[config.mk]
export PLATFORM = sky130hd
export DESIGN_NAME = tt_um_jimktrains_vslc_servo_timebase_flat
export DESIGN_NICKNAME = d
export VERILOG_FILES = /design/src/rtl/tt_um_jimktrains_vslc_servo_timebase_if.sv /design/src/rtl/tt_um_jimktrains_vslc_servo_timebase.sv /design/src/flat_wrapper.sv
export SDC_FILE = /design/constraint.sdc
export NUM_CORES = 1
export LEC_CHECK = 0
export CORE_ASPECT_RATIO = 1.2
export CORE_UTILIZATION = 55
export CTS_CLUSTER_SIZE = 12
export DETAILED_ROUTE_END_ITERATION = 7
export GPL_TIMING_DRIVEN = 0
export PLACE_DENSITY = 0.86
export SLEW_MARGIN = 40
export SYNTH_ARGS = -nofsm -noshare
export SYNTH_HDL_FRONTEND = slang
export SYNTH_SLANG_ARGS = --single-unit
[constraint.sdc]
create_clock -name clk -period 3.5 [get_ports clk]
set_input_delay 0.7 -clock clk [delete_from_list [all_inputs] [get_ports clk]]
set_output_delay 0.7 -clock clk [all_outputs]
set_load 0.01 [all_outputs]
[src/rtl/tt_um_jimktrains_vslc_servo_timebase_if.sv]
// Host configuration write bus for the servo timebase.
// The host drives it through the master modport; the timebase samples it through slave.
interface tt_um_jimktrains_vslc_servo_timebase_if;
  logic       cfg_we;
  logic [2:0] cfg_addr;
  logic [7:0] cfg_wdata;

  modport master (output cfg_we, cfg_addr, cfg_wdata);
  modport slave  (input  cfg_we, cfg_addr, cfg_wdata);
endinterface

[src/rtl/tt_um_jimktrains_vslc_servo_timebase.sv]
// Servo timebase: shadow config bank, tick prescaler and frame counter.
// While running, new settings are committed only at a frame boundary.
module tt_um_jimktrains_vslc_servo_timebase #(
  parameter int PRESCALE_W = 16  // byte map needs at least 16 bits
) (
  input  logic                                  clk,
  input  logic                                  rst_n,
  tt_um_jimktrains_vslc_servo_timebase_if.slave cfg,
  output logic                                  servo_clk,
  output logic [4:0]                            servo_set_val,
  output logic [4:0]                            servo_reset_val,
  output logic [7:0]                            servo_freq_val,
  output logic                                  servo_enabled,
  output logic                                  frame_start,
  output logic                                  cfg_pending
);

  logic [PRESCALE_W-1:0] presc_sh_r, presc_r, presc_cnt_r, presc_cnt_next_s;
  logic [4:0]            set_sh_r, reset_sh_r, set_r, reset_r;
  logic [7:0]            freq_sh_r, freq_r, frame_cnt_r, frame_cnt_next_s;
  logic                  en_sh_r, enabled_r, servo_clk_r, frame_start_r, pending_r;
  logic                  wr_valid_s, tick_end_s, commit_s, en_next_s, servo_clk_next_s;

  // A zero prescale would leave no low cycle between ticks
  function automatic logic [PRESCALE_W-1:0] clamp_presc(input logic [PRESCALE_W-1:0] v);
    if (v == '0) begin
      return PRESCALE_W'(1);
    end else begin
      return v;
    end
  endfunction

  // Commit decision and next values for the prescaler / frame counter
  always_comb begin
    wr_valid_s       = cfg.cfg_we && (cfg.cfg_addr <= 3'd5);
    tick_end_s       = servo_clk_r && (frame_cnt_r == freq_r);
    commit_s         = pending_r && (!enabled_r || !en_sh_r || tick_end_s);
    en_next_s        = commit_s ? en_sh_r : enabled_r;
    presc_cnt_next_s = '0;
    frame_cnt_next_s = 8'd0;
    servo_clk_next_s = 1'b0;
    // Counters only run while enabled both before and after this edge;
    // enabling, disabling or staying off all restart them from zero.
    if (enabled_r && en_next_s) begin
      if (presc_cnt_r == presc_r) begin
        presc_cnt_next_s = '0;
        servo_clk_next_s = 1'b1;
      end else begin
        presc_cnt_next_s = presc_cnt_r + PRESCALE_W'(1);
        servo_clk_next_s = 1'b0;
      end
      if (servo_clk_r) begin
        frame_cnt_next_s = tick_end_s ? 8'd0 : frame_cnt_r + 8'd1;
      end else begin
        frame_cnt_next_s = frame_cnt_r;
      end
    end else begin
      presc_cnt_next_s = '0;
      frame_cnt_next_s = 8'd0;
      servo_clk_next_s = 1'b0;
    end
  end

  // Host writes land in the shadow bank
  always_ff @(posedge clk or negedge rst_n) begin
    if (!rst_n) begin
      presc_sh_r <= '0;
      set_sh_r   <= 5'd0;
      reset_sh_r <= 5'd0;
      freq_sh_r  <= 8'd0;
      en_sh_r    <= 1'b0;
    end else if (wr_valid_s) begin
      case (cfg.cfg_addr)
        3'd0:    presc_sh_r[7:0]  <= cfg.cfg_wdata;
        3'd1:    presc_sh_r[15:8] <= cfg.cfg_wdata;
        3'd2:    set_sh_r         <= cfg.cfg_wdata[4:0];
        3'd3:    reset_sh_r       <= cfg.cfg_wdata[4:0];
        3'd4:    freq_sh_r        <= cfg.cfg_wdata;
        3'd5:    en_sh_r          <= cfg.cfg_wdata[0];
        default: ;
      endcase
    end
  end

  // Commit copies the pre-edge shadow; a same-edge write keeps pending set
  always_ff @(posedge clk or negedge rst_n) begin
    if (!rst_n) begin
      presc_r   <= '0;
      set_r     <= 5'd0;
      reset_r   <= 5'd0;
      freq_r    <= 8'd0;
      enabled_r <= 1'b0;
      pending_r <= 1'b0;
    end else begin
      if (commit_s) begin
        presc_r   <= clamp_presc(presc_sh_r);
        set_r     <= set_sh_r;
        reset_r   <= reset_sh_r;
        freq_r    <= freq_sh_r;
        enabled_r <= en_sh_r;
      end
      if (wr_valid_s) begin
        pending_r <= 1'b1;
      end else if (commit_s) begin
        pending_r <= 1'b0;
      end
    end
  end

  // Tick generator, frame counter and frame-start pulse
  always_ff @(posedge clk or negedge rst_n) begin
    if (!rst_n) begin
      presc_cnt_r   <= '0;
      frame_cnt_r   <= 8'd0;
      servo_clk_r   <= 1'b0;
      frame_start_r <= 1'b0;
    end else begin
      presc_cnt_r   <= presc_cnt_next_s;
      frame_cnt_r   <= frame_cnt_next_s;
      servo_clk_r   <= servo_clk_next_s;
      frame_start_r <= tick_end_s;
    end
  end

  assign servo_clk       = servo_clk_r;
  assign servo_set_val   = set_r;
  assign servo_reset_val = reset_r;
  assign servo_freq_val  = freq_r;
  assign servo_enabled   = enabled_r;
  assign frame_start     = frame_start_r;
  assign cfg_pending     = pending_r;

endmodule

[src/flat_wrapper.sv]
// flat-port wrapper written by rule: the top's interface ports become plain ports
module tt_um_jimktrains_vslc_servo_timebase_flat 
#(
  parameter int PRESCALE_W = 16                                    
)
  (clk, rst_n, servo_clk, servo_set_val, servo_reset_val, servo_freq_val, servo_enabled, frame_start, cfg_pending, cfg_cfg_we, cfg_cfg_addr, cfg_cfg_wdata);
  tt_um_jimktrains_vslc_servo_timebase_if cfg_i ();
  input  logic clk;
  input  logic rst_n;
  output logic servo_clk;
  output logic [4:0] servo_set_val;
  output logic [4:0] servo_reset_val;
  output logic [7:0] servo_freq_val;
  output logic servo_enabled;
  output logic frame_start;
  output logic cfg_pending;
  input wire logic [$bits(cfg_i.cfg_we)-1:0] cfg_cfg_we;
  input wire logic [$bits(cfg_i.cfg_addr)-1:0] cfg_cfg_addr;
  input wire logic [$bits(cfg_i.cfg_wdata)-1:0] cfg_cfg_wdata;
  assign cfg_i.cfg_we = cfg_cfg_we;
  assign cfg_i.cfg_addr = cfg_cfg_addr;
  assign cfg_i.cfg_wdata = cfg_cfg_wdata;
  tt_um_jimktrains_vslc_servo_timebase #(.PRESCALE_W(PRESCALE_W)) u_core (.clk(clk), .rst_n(rst_n), .cfg(cfg_i), .servo_clk(servo_clk), .servo_set_val(servo_set_val), .servo_reset_val(servo_reset_val), .servo_freq_val(servo_freq_val), .servo_enabled(servo_enabled), .frame_start(frame_start), .cfg_pending(cfg_pending));
endmodule
==> results of run 1 <==
[cell usage after synthesis (4+ instances only)]
master    number  share of area [%]
a211oi_1       4               0.70
clkbuf_1       6               0.52
dfrtp_1       97                 57
inv_1          4               0.35
mux2_2        69                 18
nand2_1       21                1.8
nand3_1        5               0.58
nand4_1       13                1.9
nor3_1        20                2.3
nor4_1         5               0.73
xnor2_1       29                5.9
xor2_1        11                2.2
[final timing paths]
path | end | slack (ns)
hold / removal | u_core.presc_sh_r[9] | 0.24
setup reg to reg | u_core.presc_r[14] | 1.18
setup / recovery | u_core.presc_r[14] | 1.18
min in group clk | u_core.servo_freq_val[5] | 0.50
hold reg to reg | u_core.servo_freq_val[5] | 0.50
max in group asynchronous | u_core.freq_sh_r[5] | 2.67
[cell families after synthesis]
group,count (synthesis),synth area share (%)
buf+inv,14,1.78
simple gates,83,10.9
compound gates,19,3.70
flops,97,56.5
xor+xnor,40,8.16
fa+ha+maj,2,0.582
mux,70,18.4
[state kept, by name (all words and copies together) (netlist names)]
signal                  cells
u_core.servo_enabled        1
u_core.set_sh_r             5
u_core.reset_sh_r           5
u_core.servo_set_val        5
u_core.presc_cnt_r         16
u_core.presc_r             16
u_core.frame_cnt_r          8
u_core.freq_sh_r            8
u_core.servo_clk            1
u_core.servo_reset_val      5
u_core.en_sh_r              1
u_core.cfg_pending          1
u_core.servo_freq_val       8
u_core.presc_sh_r          16
u_core.frame_start          1
[routing by layer]
layer | routed length, µm | up-vias | share of wire (%)
li1 | - | 1267 | -
met1 | 3550 | 1441 | 41
met2 | 4490 | 93 | 51
met3 | 359 | 26 | 4.1
met4 | 344 | 0 | 3.9
met5 | 0 | - | 0
[stage by stage]
step | total power [µW] | std cells
finish | 3510 | 465
global route | 3660 | 465
CTS | 3530 | 465
detailed placement | 2660 | 449
global placement | 2590 | 448
floorplan | 2220 | 325
[cell type report]
| cell class | count | area, µm² |
|---|---|---|
| buffer | 10 | 61.3 |
| multi-input combinational | 214 | 1790 |
| clock inverter | 5 | 103 |
| inverter | 4 | 15.0 |
| clock buffer | 11 | 141 |
| timing repair buffer | 34 | 359 |
| sequential | 97 | 2430 |
| tap | 90 | 113 |
| fill | 533 | 2390 |
[power groups by stage]
stage	clock, µW	sequential [µW]	combinational [µW]
after global routing	913	1700	1040
after global placement	0	1660	931
final	870	1670	970
after CTS	876	1670	982
after detailed placement	0	1690	972
after floorplan	0	1660	555
==> out/metrics.yaml, run 1 <==
met2_usage_pct: 39.4
path_buf_inv: 1
post_dp_cell_area_um2: 4770
setup_viol: 0
synthArstFlopShare_pct: 100
worst_pin_slew_ns: 0.819
timing.max_slew.rel_slack_pct: 45.0
p_sw_uw: 1010
fin_nets: 386
post-route-worst-setup-slack_ns: 1.18
syn_avg_cell_area_um2: 13.2
cellLeakagePower_uw: 0.00201
row_count: 34
area_growth_pct: 16.7
synth_seq_area_share_pct: 56.5
swShare_pct: 28.8
dieArea_um2: 8170
wl_per_cell_um: 18.8
peakVddDrop_mv: 0.582
clk_pin_slew_ns: 0.09
path_max_fanout: 10
worst_path_max_delay_cell: "o41ai_4"
final_cell_mix: "97 x dfrtp_1, 69 x mux2_2, 32 x clkdlybuf4s50_1, 29 x xnor2_1, 21 x nand2_1"
synth_nets: 341
crit_path_start: "u_core.frame_cnt_r[5]"
crit_family: "compound AO/OA/AOI/OAI gates"
drive_gt1_share_pct: 25.9
combPwrFrac_pct: 27.7
cts-root-buf: "clkbuf_8"
final_common_cell: "dfrtp_1"
cts.sinks: 97
gp_congestion: 0.848
cts_setup_buffers: 0
pwr-share-seq_pct: 47.5
die_w_um: 82.7
grt_usage_pct: 24.6
port_buffers: 33
required_ns: 3.75
fin_crit_sh_pct: 66.2
syn-cell-area_um2: 4300
use_met3_pct: 4.26
drt_iter0_markers: 205
critPathKind: "reg -> reg"
crit_chain: "xnor2_1, nand3_1, o41ai_4, buf_6, mux2_2"
r2r-start: "u_core.frame_cnt_r[5]"
ant_nets: 0
drv_cap: 0
initial_utilization_pct: 58.0
clock_path_buffers: 2
grt.overflow.total: 0
fin_worst_skew_ns: 0.00802
grt.busiest_layer: "met2"
cp.depth: 5
drc: 0
fmaxAchievable_mhz: 432
antenna_found_initial: 0
core-area_um2: 7400
synth-edff-count: 0
postLayoutCellArea_um2: 5010
slew_viol_final: 0
grt_pass1_vias: 2918
place_ws_ns: 0.925
max_stage_delay_ns: 0.70
vias_per_cell: 6.08
critPathArrivalTime_ns: 2.56
clkPwrFrac_pct: 24.8
start_kind: "flop"
io_pins: 36
use_met1_pct: 31.3
dr.pass1.iters: 4
hold_violations: 0
h-tree-depth: 3
reg2regPathDepth: 5
n_antenna_cell: 0
grt_max_degree: 54
period_minus_slack_ns: 2.32
via_count: 2827
syn_inst: 325
postLayoutCoreUtil_pct: 67.7
synth.distinct_cells: 39
wl_mm: 8.75
hpwl_mm: 6.11
outcome: "completed"
cts_inserted_buffers: 9
p_per_area_nw_per_um2: 700
min-delay-path-class: "in -> async"
timing.hold.ws_ns: 0.239
yosysWarnings: 0
cts_tree: "yes"
critPathCaptureType: "flop"
tns_ns: 0
ys_ff_latch: 97
die-height_um: 98.8
rsz0062_at_grt: "no"
synth_top_flop_cell: "dfrtp_1"
holdBufCountCts: 0
clk_latency_ns: 0.37
internal_power_uw: 2500
ctsResizeCount: 0
grt_pass1_wl_mm: 14.6
(Power assumes the default switching activity.)
==> run 2: changes to the inputs <==
--- a/config.mk
+++ b/config.mk
@@ -6,7 +6,7 @@
 export NUM_CORES = 1
 export LEC_CHECK = 0
 export CORE_ASPECT_RATIO = 1.2
-export CORE_UTILIZATION = 55
+export CORE_UTILIZATION = 52
 export CTS_CLUSTER_SIZE = 12
 export DETAILED_ROUTE_END_ITERATION = 7
 export GPL_TIMING_DRIVEN = 0
==> constraint.sdc (replaced) <==
create_clock -name clk -period 2 [get_ports clk]
set_input_delay 0.4 -clock clk [delete_from_list [all_inputs] [get_ports clk]]
set_output_delay 0.4 -clock clk [all_outputs]
set_load 0.01 [all_outputs]
==> run 2 against run 1 <==
Global-route usage fell by 3.2 points; sequential cell count did not move; via count fell by 1.1%; power rose by 69%; first-iteration DRC count rose by 25%; clock skew rose by 0.00085 ns; clock-buffer cell count fell by 2; fmax rose by 18%; largest cell class unchanged; highest routed layer unchanged.
==> out/metrics.yaml, run 2 (same netlist as run 1, synthesis figures left out) <==
grt_pass1_vias: 2797  # -4.1%
period_minus_slack_ns: 1.96  # -0.356 ns
cts_tree: "yes"
core-area_um2: 7840  # +5.9%
r2r-start: "u_core.frame_cnt_r[7]"
dr.pass1.iters: 7  # +3
clkPwrFrac_pct: 19.7  # -5.1 points
reg2regPathDepth: 6  # +1
final_cell_mix: "93 x dfrtp_1, 69 x mux2_2, 32 x clkdlybuf4s50_1, 22 x xnor2_1, 21 x nand2_1"
grt_max_degree: 62  # +15%
pwr-share-seq_pct: 49.4  # +1.9 points
n_antenna_cell: 0  # unchanged
required_ns: 2.25  # -1.50 ns
dieArea_um2: 8630  # +5.6%
io_pins: 36  # unchanged
row_count: 35  # +2.9%
initial_utilization_pct: 54.8  # -3.2 points
fin_nets: 394  # +2.1%
vias_per_cell: 5.89  # -3.2%
tns_ns: 0  # unchanged
clk_latency_ns: 0.37  # about the same
ant_nets: 0  # unchanged
reg2reg_setup_slack_ns: 0.04  # -1.14 ns
antenna_found_initial: 0  # unchanged
die-height_um: 102  # +2.8%
fin_crit_sh_pct: 98.1  # +32 points
grt.overflow.total: 0  # unchanged
p_sw_uw: 1850  # +83%
combPwrFrac_pct: 30.9  # +3.2 points
gp_congestion: 0.816  # -3.7%
drt_iter0_markers: 256  # +25%
post-place-cells: 451  # +0.45%
final_common_cell: "dfrtp_1"
use_met1_pct: 27.4  # -3.8 points
met2_usage_pct: 34.7  # -4.7 points
fmaxAchievable_mhz: 510  # +18%
grt_usage_pct: 21.4  # -3.2 points
instances_no_fill: 475  # +2.2%
hold_violations: 0  # unchanged
wl_per_cell_um: 18.0  # -4.3%
cts-root-buf: "clkbuf_8"
cellLeakagePower_uw: 0.00206  # +2.5%
drc: 0  # unchanged
start_kind: "flop"
timing.max_slew.rel_slack_pct: 45.1  # +0.12 points
min-delay-path-class: "in -> async"
place_ws_ns: -0.328  # -1.25 ns
post-route-worst-setup-slack_ns: 0.0388  # -1.14 ns
peakVddDrop_mv: 0.833  # +43%
post_dp_cell_area_um2: 4770  # about the same
swShare_pct: 31.3  # +2.5 points
clk_pin_slew_ns: 0.10  # about the same
drv_cap: 0  # unchanged
cts_inserted_buffers: 9  # unchanged
p_per_area_nw_per_um2: 1160  # +66%
critPathArrivalTime_ns: 2.22  # -0.34 ns
outcome: "completed"
wl_mm: 8.55  # -2.3%
clock_path_buffers: 2  # unchanged
use_met3_pct: 3.91  # -0.35 points
grt.busiest_layer: "met2"
cts.sinks: 97  # unchanged
area_growth_pct: 18.6
setup_viol: 0  # unchanged
h-tree-depth: 3  # unchanged
critPathKind: "reg -> reg"
via_count: 2796  # -1.1%
grt_pass1_wl_mm: 14.0  # -4.2%
hpwl_mm: 5.89  # -3.6%
path_max_fanout: 10  # unchanged
postLayoutCellArea_um2: 5100  # +1.7%
internal_power_uw: 4060  # +63%
drive_gt1_share_pct: 31.3  # +5.5 points
fin_worst_skew_ns: 0.00888  # +0.000850 ns
slew_viol_final: 0  # unchanged
critPathCaptureType: "flop"
rr_endpoint: "u_core.presc_r[15]"
largest_registers: "u_core.presc_cnt_r x16, u_core.presc_r x16, u_core.presc_sh_r x16"
port_buffers: 33  # unchanged
die_w_um: 85.0  # +2.8%
design_power_total_uw: 5910  # +69%
worst_pin_slew_ns: 0.818  # -0.00175 ns
-- run 2: worst max-delay path: stages (launching register included) --
cell and delay [ns]:
dfrtp_1 0.42, xnor2_1 0.22, nand4_1 0.23, o41ai_4 0.26, buf_4 0.20, buf_6 0.16, mux2_2 0.35
-- run 2: metal layers --
| metal | vias up | routed length [µm] |
|---|---|---|
| met5 | - | 0 |
| met2 | 87 | 4300 |
| met1 | 1407 | 3610 |
| li1 | 1282 | - |
| met4 | 0 | 274 |
| met3 | 20 | 357 |
-- run 2: through the flow --
stage	util, %	hold WS (ns)
floorplan	-	0.104
global placement	60.5	0.483
detailed placement	60.8	0.321
CTS	63.8	0.480
global route	65.0	0.499
finish	65.0	0.489
-- run 2: area by class of cell --
cell class | count | area, µm²
plain buffers | 9 | 62.6
clock buffers | 9 | 124
clock inverters | 7 | 55.1
fillers | 533 | 2740
inverters | 4 | 15.0
multi-input cells | 214 | 1860
flip-flops and latches | 97 | 2430
well taps | 92 | 115
repair buffers | 43 | 429
-- run 2: power groups by stage --
stage / combinational [µW] / clock [µW] / sequential [µW]
after floorplan: 971 / 0 / 2910
after global placement: 1630 / 0 / 2910
after detailed placement: 1690 / 0 / 2930
after CTS: 1750 / 1190 / 2900
after global routing: 1950 / 1260 / 2990
final: 1820 / 1160 / 2920
-- run 2: worst max path at each step --
| stage | start | endpoint | slack, ns | depth (start not counted) |
|---|---|---|---|---|
| floorplan | u_core.servo_freq_val[5] | u_core.presc_r[10] | 0.03 | 5 |
| global placement | rst_n | u_core.frame_cnt_r[4] | -2.89 | 1 |
| detailed placement | cfg_cfg_addr[0] | u_core.set_sh_r[0] | -0.33 | 4 |
| CTS | u_core.servo_freq_val[3] | u_core.servo_set_val[1] | -0.003 | 6 |
| global route | u_core.frame_cnt_r[1] | u_core.presc_r[15] | -0.05 | 6 |
| finish | u_core.frame_cnt_r[7] | u_core.presc_r[15] | 0.04 | 6 |
-- run 2: repair_timing --
item	in CTS	in global routing
pin swaps	3	6
setup endpoints to repair	44	50
hold endpoints to repair	36	0
hold buffers	1	0
setup buffers	2	6
gates resized for setup	6	9
==> run 3: changes to the inputs <==
--- a/config.mk
+++ b/config.mk
@@ -7,10 +7,12 @@
 export LEC_CHECK = 0
 export CORE_ASPECT_RATIO = 1.2
 export CORE_UTILIZATION = 52
+export CTS_CLUSTER_DIAMETER = 200
 export CTS_CLUSTER_SIZE = 12
 export DETAILED_ROUTE_END_ITERATION = 7
 export GPL_TIMING_DRIVEN = 0
 export PLACE_DENSITY = 0.86
+export SKIP_CTS_REPAIR_TIMING = 1
 export SLEW_MARGIN = 40
 export SYNTH_ARGS = -nofsm -noshare
 export SYNTH_HDL_FRONTEND = slang
==> run 3 against run 2 <==
Cell area up 0.96%; hold slack worse by 0.0065 ns; power up 1.5%; wire length up 2.5%; register-to-register slack worse by 0.02 ns; clock power about the same; largest power group unchanged; clock-buffer cell count unchanged; die area unchanged.
==> out/metrics.yaml, run 3 (same netlist as run 1, synthesis figures left out) <==
period_minus_slack_ns: 1.98  # +0.0224 ns
initial_utilization_pct: 54.8  # unchanged
post-route-worst-setup-slack_ns: 0.0164  # -0.0224 ns
port_buffers: 33  # unchanged
instances_no_fill: 473  # -0.42%
postLayoutCellArea_um2: 5140  # +0.96%
start_kind: "flop"
combPwrFrac_pct: 31.7  # +0.8 points
vias_per_cell: 5.90  # +0.21%
grt_usage_pct: 21.3  # -0.10 points
dr.pass1.iters: 7  # unchanged
io_pins: 36  # unchanged
pwr-share-seq_pct: 48.8  # -0.6 points
regArea_um2: 2430  # about the same
clkPwrFrac_pct: 19.5  # -0.2 points
n_antenna_cell: 0  # unchanged
die-height_um: 102  # unchanged
critPathArrivalTime_ns: 2.24  # +0.02 ns
largest_registers: "u_core.presc_cnt_r x16, u_core.presc_r x16, u_core.presc_sh_r x16"
h-tree-depth: 3  # unchanged
hold_violations: 0  # unchanged
multiInputGateArea_um2: 1890  # +1.3%
dieArea_um2: 8630  # unchanged
peakVddDrop_mv: 0.852  # +2.3%
final_cell_mix: "92 x dfrtp_1, 57 x mux2_2, 32 x clkdlybuf4s50_1, 24 x xnor2_1, 21 x nand2_1"
clk_pin_slew_ns: 0.10  # about the same
rsz0062_at_grt: "yes"
cts_inserted_buffers: 9  # unchanged
row_count: 35  # unchanged
grt.overflow.total: 0  # unchanged
drt_iter0_markers: 204  # -20%
crit_chain: "xnor2_2, nand4_1, o41ai_4, buf_6, buf_8, mux2_2"
post_dp_cell_area_um2: 4770  # unchanged
p_sw_uw: 1870  # +1.4%
path_max_fanout: 10  # unchanged
timing.hold.ws_ns: 0.482  # -0.00654 ns
wl_mm: 8.76  # +2.5%
critPathCaptureType: "flop"
internal_power_uw: 4130  # +1.6%
area_growth_pct: 19.8
die_w_um: 85.0  # unchanged
critPathKind: "reg -> reg"
clk_latency_ns: 0.38  # about the same
place_ws_ns: -0.328  # unchanged
via_count: 2790  # -0.21%
cellLeakagePower_uw: 0.00210  # +1.9%
outcome: "completed"
post-place-cells: 451  # unchanged
min-delay-path-class: "in -> async"
antenna_found_initial: 0  # unchanged
worst_pin_slew_ns: 0.790  # -0.0278 ns
cts-root-buf: "clkbuf_8"
clock_path_buffers: 2  # unchanged
fin_nets: 392  # -0.51%
swShare_pct: 31.2  # -0.053 points
core-area_um2: 7840  # unchanged
fin_crit_sh_pct: 99.2  # +1.1 points
gp_congestion: 0.816  # unchanged
drive_gt1_share_pct: 30.4  # -0.89 points
worst_path_max_delay_cell: "dfrtp_2"
wl_per_cell_um: 18.5  # +2.9%
required_ns: 2.26  # about the same
cts.sinks: 97  # unchanged
slew_viol_final: 0  # unchanged
tns_ns: 0  # unchanged
p_per_area_nw_per_um2: 1170  # +0.56%
reg2reg_setup_slack_ns: 0.02  # -0.02 ns
cts_tree: "yes"
max_stage_delay_ns: 0.46  # +0.04 ns
drc: 0  # unchanged
timing.max_slew.rel_slack_pct: 46.9  # +1.9 points
grt_pass1_vias: 2782  # -0.54%
fmaxAchievable_mhz: 504  # -1.1%
n_fill_cell: 517  # -3.0%
grt_pass1_wl_mm: 13.9  # -0.59%
drv_cap: 0  # unchanged
fin_worst_skew_ns: 0.0169  # +0.00798 ns
setup_viol: 0  # unchanged
grt_max_degree: 62  # unchanged
ant_nets: 0  # unchanged
hpwl_mm: 5.89  # unchanged
final_common_cell: "dfrtp_1"
## run 3: stage by stage
step | power [µW] | utilization (%)
floorplan | 3880 | -
global placement | 4530 | 60.5
detailed placement | 4630 | 60.8
CTS | 5800 | 63.1
global route | 6280 | 65.6
finish | 6000 | 65.6
## run 3: final cells by class
type | instances | area share, %
clock buffer | 9 | 2.41
timing repair buffer | 41 | 8.54
sequential | 97 | 47.3
clock inverter | 7 | 1.07
inverter | 4 | 0.292
buffer | 9 | 1.46
multi-input combinational | 214 | 36.7
tap | 92 | 2.24
## run 3: path summary, 6_finish.rpt
path | start | depth (start not counted) | to
worst max register to register | u_core.frame_cnt_r[1] | 6 | u_core.presc_r[4]
min in group clk | u_core.reset_sh_r[3] | 1 | u_core.servo_reset_val[3]
max in group asynchronous | rst_n | 3 | u_core.frame_cnt_r[1]
worst max-delay path | u_core.frame_cnt_r[1] | 6 | u_core.presc_r[4]
worst min register to register | u_core.reset_sh_r[3] | 1 | u_core.servo_reset_val[3]
worst min-delay path | rst_n | 2 | u_core.servo_reset_val[2]
## run 3: critical path: cells and delay by family, from the launching register on
family | cells | cell delay [ns]
and+or+nand+nor | 1 | 0.22
buffers and inverters | 2 | 0.33
xor gates and xnor gates | 1 | 0.18
AOI/OAI and AO/OA | 1 | 0.34
muxes | 1 | 0.33
DFF | 1 | 0.46
## run 3: metal layers
layer | GRT usage, % | routed length, µm | up-vias
li1 | - | - | 1280
met1 | 27.3 | 3800 | 1395
met2 | 34.5 | 4370 | 94
met3 | 3.99 | 364 | 21
met4 | 11.6 | 238 | 0
met5 | 0 | 0 | -
## run 3: power groups by stage
stage                     Sequential, µW  Clock (µW)  Combinational (µW)
after detailed placement            2930           0                1690
after CTS                           2900        1190                1710
after global placement              2910           0                1630
after global routing                3000        1270                2020
final                               2930        1170                1900
after floorplan                     2910           0                 971
